===== src/rtl/shift_add_mult_ctrl_if.sv =====
// Operand/result handshake bundle for the sequential shift-add multiplier.
// The master side presents operands and consumes products; the slave side is the multiplier.
interface shift_add_mult_ctrl_if #(
    parameter int unsigned M_WIDTH = 3,
    parameter int unsigned Q_WIDTH = 2
);
    localparam int unsigned P_WIDTH = M_WIDTH + Q_WIDTH;
    localparam int unsigned CNT_W   = (Q_WIDTH > 1) ? $clog2(Q_WIDTH) : 1;

    logic               start_valid;
    logic               start_ready;
    logic [M_WIDTH-1:0] m_in;
    logic [Q_WIDTH-1:0] q_in;
    logic               result_valid;
    logic               result_ready;
    logic [P_WIDTH-1:0] product;
    logic               busy;
    logic [CNT_W-1:0]   row_idx;

    modport master (
        output start_valid,
        output m_in,
        output q_in,
        output result_ready,
        input  start_ready,
        input  result_valid,
        input  product,
        input  busy,
        input  row_idx
    );

    modport slave (
        input  start_valid,
        input  m_in,
        input  q_in,
        input  result_ready,
        output start_ready,
        output result_valid,
        output product,
        output busy,
        output row_idx
    );
endinterface


===== src/rtl/shift_add_mult_ctrl.sv =====
// Unsigned M x Q multiplier that accumulates one shifted partial-product row per clock,
// with valid/ready handshakes on both the operand and the result side.
module shift_add_mult_ctrl #(
    parameter int unsigned M_WIDTH = 3,
    parameter int unsigned Q_WIDTH = 2
) (
    input  logic                  clock,
    input  logic                  reset_n,
    shift_add_mult_ctrl_if.slave  bus_io
);
    localparam int unsigned P_WIDTH = M_WIDTH + Q_WIDTH;
    localparam int unsigned CNT_W   = (Q_WIDTH > 1) ? $clog2(Q_WIDTH) : 1;
    localparam logic [CNT_W-1:0] LastRow = CNT_W'(Q_WIDTH - 1);

    typedef enum logic [1:0] {
        StIdle,
        StAccum,
        StDone
    } state_e;

    state_e             state_q, state_d;
    logic [M_WIDTH-1:0] m_q, m_d;
    logic [Q_WIDTH-1:0] q_q, q_d;
    logic [P_WIDTH-1:0] acc_q, acc_d;
    logic [P_WIDTH-1:0] product_q, product_d;
    logic [CNT_W-1:0]   row_idx_q, row_idx_d;

    logic [P_WIDTH-1:0] addend;
    logic [P_WIDTH-1:0] sum;

    // Single reused partial-product row; shift stays below Q_WIDTH so nothing is lost.
    always_comb begin
        addend = '0;
        if (q_q[row_idx_q]) begin
            addend = P_WIDTH'(m_q) << row_idx_q;
        end
        sum = acc_q + addend;
    end

    always_comb begin
        state_d   = state_q;
        m_d       = m_q;
        q_d       = q_q;
        acc_d     = acc_q;
        product_d = product_q;
        row_idx_d = row_idx_q;
        unique case (state_q)
            StIdle: begin
                if (bus_io.start_valid) begin
                    m_d       = bus_io.m_in;
                    q_d       = bus_io.q_in;
                    acc_d     = '0;
                    row_idx_d = '0;
                    state_d   = StAccum;
                end
            end
            StAccum: begin
                acc_d = sum;
                if (row_idx_q == LastRow) begin
                    product_d = sum;
                    state_d   = StDone;
                end else begin
                    row_idx_d = row_idx_q + CNT_W'(1);
                end
            end
            StDone: begin
                // A start presented here waits for the following idle cycle.
                if (bus_io.result_ready) begin
                    row_idx_d = '0;
                    state_d   = StIdle;
                end
            end
            default: begin
                state_d = StIdle;
            end
        endcase
    end

    always_ff @(posedge clock) begin
        if (!reset_n) begin
            state_q   <= StIdle;
            m_q       <= '0;
            q_q       <= '0;
            acc_q     <= '0;
            product_q <= '0;
            row_idx_q <= '0;
        end else begin
            state_q   <= state_d;
            m_q       <= m_d;
            q_q       <= q_d;
            acc_q     <= acc_d;
            product_q <= product_d;
            row_idx_q <= row_idx_d;
        end
    end

    // Every output is a register or a pure decode of the state register.
    assign bus_io.start_ready  = (state_q == StIdle);
    assign bus_io.result_valid = (state_q == StDone);
    assign bus_io.busy         = (state_q != StIdle);
    assign bus_io.product      = product_q;
    assign bus_io.row_idx      = row_idx_q;

endmodule


===== src/flat_wrapper.sv =====
// flat-port wrapper written by rule: the top's interface ports become plain ports
module shift_add_mult_ctrl_flat 
#(
    parameter int unsigned M_WIDTH = 3,
    parameter int unsigned Q_WIDTH = 2
)
  (clock, reset_n, bus_io_start_valid, bus_io_m_in, bus_io_q_in, bus_io_result_ready, bus_io_start_ready, bus_io_result_valid, bus_io_product, bus_io_busy, bus_io_row_idx);
  shift_add_mult_ctrl_if #(.M_WIDTH(M_WIDTH), .Q_WIDTH(Q_WIDTH)) bus_io_i ();
  input  logic clock;
  input  logic reset_n;
  input wire logic [$bits(bus_io_i.start_valid)-1:0] bus_io_start_valid;
  input wire logic [$bits(bus_io_i.m_in)-1:0] bus_io_m_in;
  input wire logic [$bits(bus_io_i.q_in)-1:0] bus_io_q_in;
  input wire logic [$bits(bus_io_i.result_ready)-1:0] bus_io_result_ready;
  output wire logic [$bits(bus_io_i.start_ready)-1:0] bus_io_start_ready;
  output wire logic [$bits(bus_io_i.result_valid)-1:0] bus_io_result_valid;
  output wire logic [$bits(bus_io_i.product)-1:0] bus_io_product;
  output wire logic [$bits(bus_io_i.busy)-1:0] bus_io_busy;
  output wire logic [$bits(bus_io_i.row_idx)-1:0] bus_io_row_idx;
  assign bus_io_i.start_valid = bus_io_start_valid;
  assign bus_io_i.m_in = bus_io_m_in;
  assign bus_io_i.q_in = bus_io_q_in;
  assign bus_io_i.result_ready = bus_io_result_ready;
  assign bus_io_start_ready = bus_io_i.start_ready;
  assign bus_io_result_valid = bus_io_i.result_valid;
  assign bus_io_product = bus_io_i.product;
  assign bus_io_busy = bus_io_i.busy;
  assign bus_io_row_idx = bus_io_i.row_idx;
  shift_add_mult_ctrl #(.M_WIDTH(M_WIDTH), .Q_WIDTH(Q_WIDTH)) u_core (.clock(clock), .reset_n(reset_n), .bus_io(bus_io_i));
endmodule

===== config.mk =====
export PLATFORM = sky130hd
export DESIGN_NAME = shift_add_mult_ctrl_flat
export DESIGN_NICKNAME = d
export VERILOG_FILES = /design/src/rtl/shift_add_mult_ctrl_if.sv /design/src/rtl/shift_add_mult_ctrl.sv /design/src/flat_wrapper.sv
export SDC_FILE = /design/constraint.sdc
export NUM_CORES = 1
export LEC_CHECK = 0
export BUFFER_PORTS_ARGS = -buffer_cell sky130_fd_sc_hd__buf_2
export CORE_ASPECT_RATIO = 0.9
export CORE_UTILIZATION = 48
export DETAILED_ROUTE_END_ITERATION = 8
export PLACE_DENSITY = 0.74
export SYNTH_ARGS = -nofsm -noshare
export SYNTH_HDL_FRONTEND = slang
export SYNTH_SLANG_ARGS = --single-unit
export TNS_END_PERCENT = 100

===== constraint.sdc =====
create_clock -name clock -period 2.2 [get_ports clock]
set_clock_uncertainty 0.2 [all_clocks]
set_input_delay 0.11 -clock clock [delete_from_list [all_inputs] [get_ports clock]]
set_output_delay 0.11 -clock clock [all_outputs]
set_load 0.02 [all_outputs]

==> summary.txt <==
Number of synthesis warnings: 0
Clock insertion delay at the later pin of the skew report: 300 ps
Cell types occupying the most area after synthesis: sky130_fd_sc_hd__dfxtp_1 38%, sky130_fd_sc_hd__mux2i_1 7.3%, sky130_fd_sc_hd__nor2b_1 5.9%
First-pass GRT wire length: 3240 µm
Run status: finished clean
Internal Power: 0.483 mW
Maximum achievable frequency: 494 MHz
Switching power: 0.162 mW
Final wirelength: 1830 µm
Type of element launching the critical path: flip-flop
Number of port buffers: 17
Count of different cell masters after synthesis: 33
Leakage power: 0.487 nW
Final net count: 147
Final hold violations: 0
Drt via density: 5.14
Post-CTS Setup Repair Bufs: 0
Routed via count: 802
Fraction of final layout cells with drive strength greater than 1: 22.7%
Detail Placement HPWL: 1340 µm
Number of enable flip-flop cells after synthesis: 0
Post-synthesis instance area: 956 µm²
Final Cell Area: 1150 µm²
Sequential fraction of design power: 54.3%
Switching share of power: 25.1%
Pins Over Slew Limit: 0
Sequential area share after synthesis: 37.7%
Clock-pin slew on the worst setup and hold paths: 100 ps
Inserted Clock Buffers: 3
RSZ-0062 raised after global routing: false
Primary flip-flop cell chosen by synthesis mapping: sky130_fd_sc_hd__dfxtp_1
Number of global-route vias before repair: 773
Weighted congestion at the end of routability-driven global placement: 0.836
Data required time at the worst endpoint: 2230 ps
Commonest cells in the netlist: 18 x sky130_fd_sc_hd__dfxtp_1, 12 x sky130_fd_sc_hd__nand2_1, 10 x sky130_fd_sc_hd__nand3_1
Highest net fanout along the worst path: 6
Htree depth: 1
Area of the core region: 1770 µm²
Total negative slack: 0 ps
Worst hold path type: input pin to flip-flop
Aggregate global-route resource usage: 19.8%
Detailed-routing iteration count for the pre-antenna-repair pass: 4
Clock share of power: 31.3%
X dimension of the die: 49.0 µm
Share of async-settable or async-resettable flops after synthesis: 0%
Number of antenna violations at the first check in global routing: 0
Min Tclk post-route: 2020 ps
Syn Inst Count: 108
Global route overflow: 0
DRC violation count after routing: 0
Type of the setup path with the least slack: flip-flop to flip-flop
Clock root buffer master: sky130_fd_sc_hd__clkbuf_4
PnR Total Power: 0.645 mW
Post-synthesis area per instance: 8.85 µm²
Filler cell count in the final layout: 149
CTS max path bufs: 2
Final setup violation count: 0
Register Area: 362 µm²
Antenna cells: 0
Area of the die: 2170 µm²
Area used by multi-input combinational logic: 541 µm²
Worst vdd ir: 0.326 mV
Layout overhead on the synthesized area: 20.7%
Arrival time at the worst endpoint: 2050 ps
Headroom to the max-slew limit: 71.9%
Remaining number of nets flagged by the antenna check after routing: 0
Initial standard-cell utilization of the core: 54.0%
Number of ports placed on the die boundary: 18
Post-synthesis sequential element count: 18
CTS tree: done
Share of Yosys cell area claimed by the top area cell type: 37.7%
Power Dens Cells: 559 nW/µm²
Max Cap Violations: 0
Pin count of the biggest net entering global routing: 26
Worst R2R Setup Slack: 180 ps
Total cell area at the placement stage: 1040 µm²
DR iter-0 viols: 11
Element type at the critical path end: flip-flop
Detailed-route wire length per cell: 11.7 µm
Clock sink count: 18
Cell accounting for the most synthesized area: sky130_fd_sc_hd__dfxtp_1
Gate power share: 14.4%
Site Rows: 14
Ratio of final minimum period to clock period: 92.0%
Nets in the synthesized netlist: 122
Height of the die: 44.3 µm
Slew at the pin closest to its max-slew limit: 421 ps
Library cell with the highest instance count after synthesis: sky130_fd_sc_hd__dfxtp_1
[logic make-up (layout without fill, tap and decap cells)]
| group | after synthesis | after routing | synth area share [%] |
|---|---|---|---|
| mux | 7 | 7 | 7.33 |
| flops | 18 | 18 | 37.7 |
| fa+ha+maj | 5 | 5 | 7.33 |
| compound gates | 18 | 18 | 12.8 |
| simple gates | 47 | 47 | 26.6 |
| xor+xnor | 2 | 2 | 1.83 |
| buf+inv | 11 | 35 | 6.41 |
[power groups by stage]
stage | registers (mW) | clock network [mW] | logic [mW]
4_1_cts | 0.350 | 0.210 | 0.0926
5_1_grt | 0.353 | 0.225 | 0.103
6_report | 0.350 | 0.202 | 0.0930
3_5_place_dp | 0.357 | 0 | 0.0828
2_1_floorplan | 0.353 | 0 | 0.0675
3_3_place_gp | 0.356 | 0 | 0.0818
[metal layers]
layer	up-vias	routed length [µm]	share of wire (%)	global-route usage [%]
li1	418	-	-	-
met1	365	918	50	23.9
met3	3	74	4.0	6.19
met4	0	11	0.60	3.53
met2	16	825	45	35.3
met5	-	0	0	0
[state kept, by name, summed over array words and instances, names as in the netlist]
register               cells
u_core.q_q                 2
u_core.bus_io.product      5
u_core.state_q             2
u_core.m_q                 3
u_core.acc_q               5
u_core.bus_io.row_idx      1
[worst max-delay path, cell delays in order (launching register included)]
cell,delay [ps]
sky130_fd_sc_hd__dfxtp_2,350
sky130_fd_sc_hd__inv_2,80
sky130_fd_sc_hd__and3_1,150
sky130_fd_sc_hd__ha_1,160
sky130_fd_sc_hd__inv_1,60
sky130_fd_sc_hd__fa_2,360
sky130_fd_sc_hd__nand2b_1,160
sky130_fd_sc_hd__a21oi_2,210
sky130_fd_sc_hd__nand4b_1,120
sky130_fd_sc_hd__o211ai_1,100
[layout make-up]
cell class	count	share of cell area [%]
clock buffers	4	3.15
inverters	6	1.95
multi-input cells	79	46.9
flip-flops and latches	18	31.3
well taps	24	2.60
repair buffers	25	14.1
[path summary, 6_finish.rpt]
check	start	to	cells after the start
worst max-delay path	u_core.bus_io.row_idx	u_core.bus_io.product[4]	9
worst min-delay path	reset_n	u_core.state_q[1]	2
worst max register to register	u_core.bus_io.row_idx	u_core.bus_io.product[4]	9
worst min register to register	u_core.bus_io.product[0]	u_core.bus_io.product[0]	2
[cell usage in the layout, fill, tap and decap left out, drive strengths merged, types with 3 or more instances in the layout]
cell	instances
a21boi	3
buf	18
clkbuf	4
dfxtp	18
dlygate4sd3	7
ha	4
inv	6
mux2i	7
nand2	12
nand3	10
nor2	4
nor2b	9
o211ai	3
o21ai	4
[stage by stage]
stage	std cells	hold WS [ps]	worst slack (ps)	util [%]
after detailed placement	145	176	69.7	59.0
after global placement	145	166	155	59.0
final	156	22.5	176	65.2
after CTS	156	23.1	57.5	65.0
after global routing	156	32.8	20.6	65.2
after floorplan	108	49.9	27.2	-
[repair_timing]
action | CTS | global route
setup endpoints to repair | 0 | 4
endpoints found under the hold margin | 8 | 0
hold buffers | 7 | 0
resized for setup | 0 | 3
(Power assumes the default switching activity.)
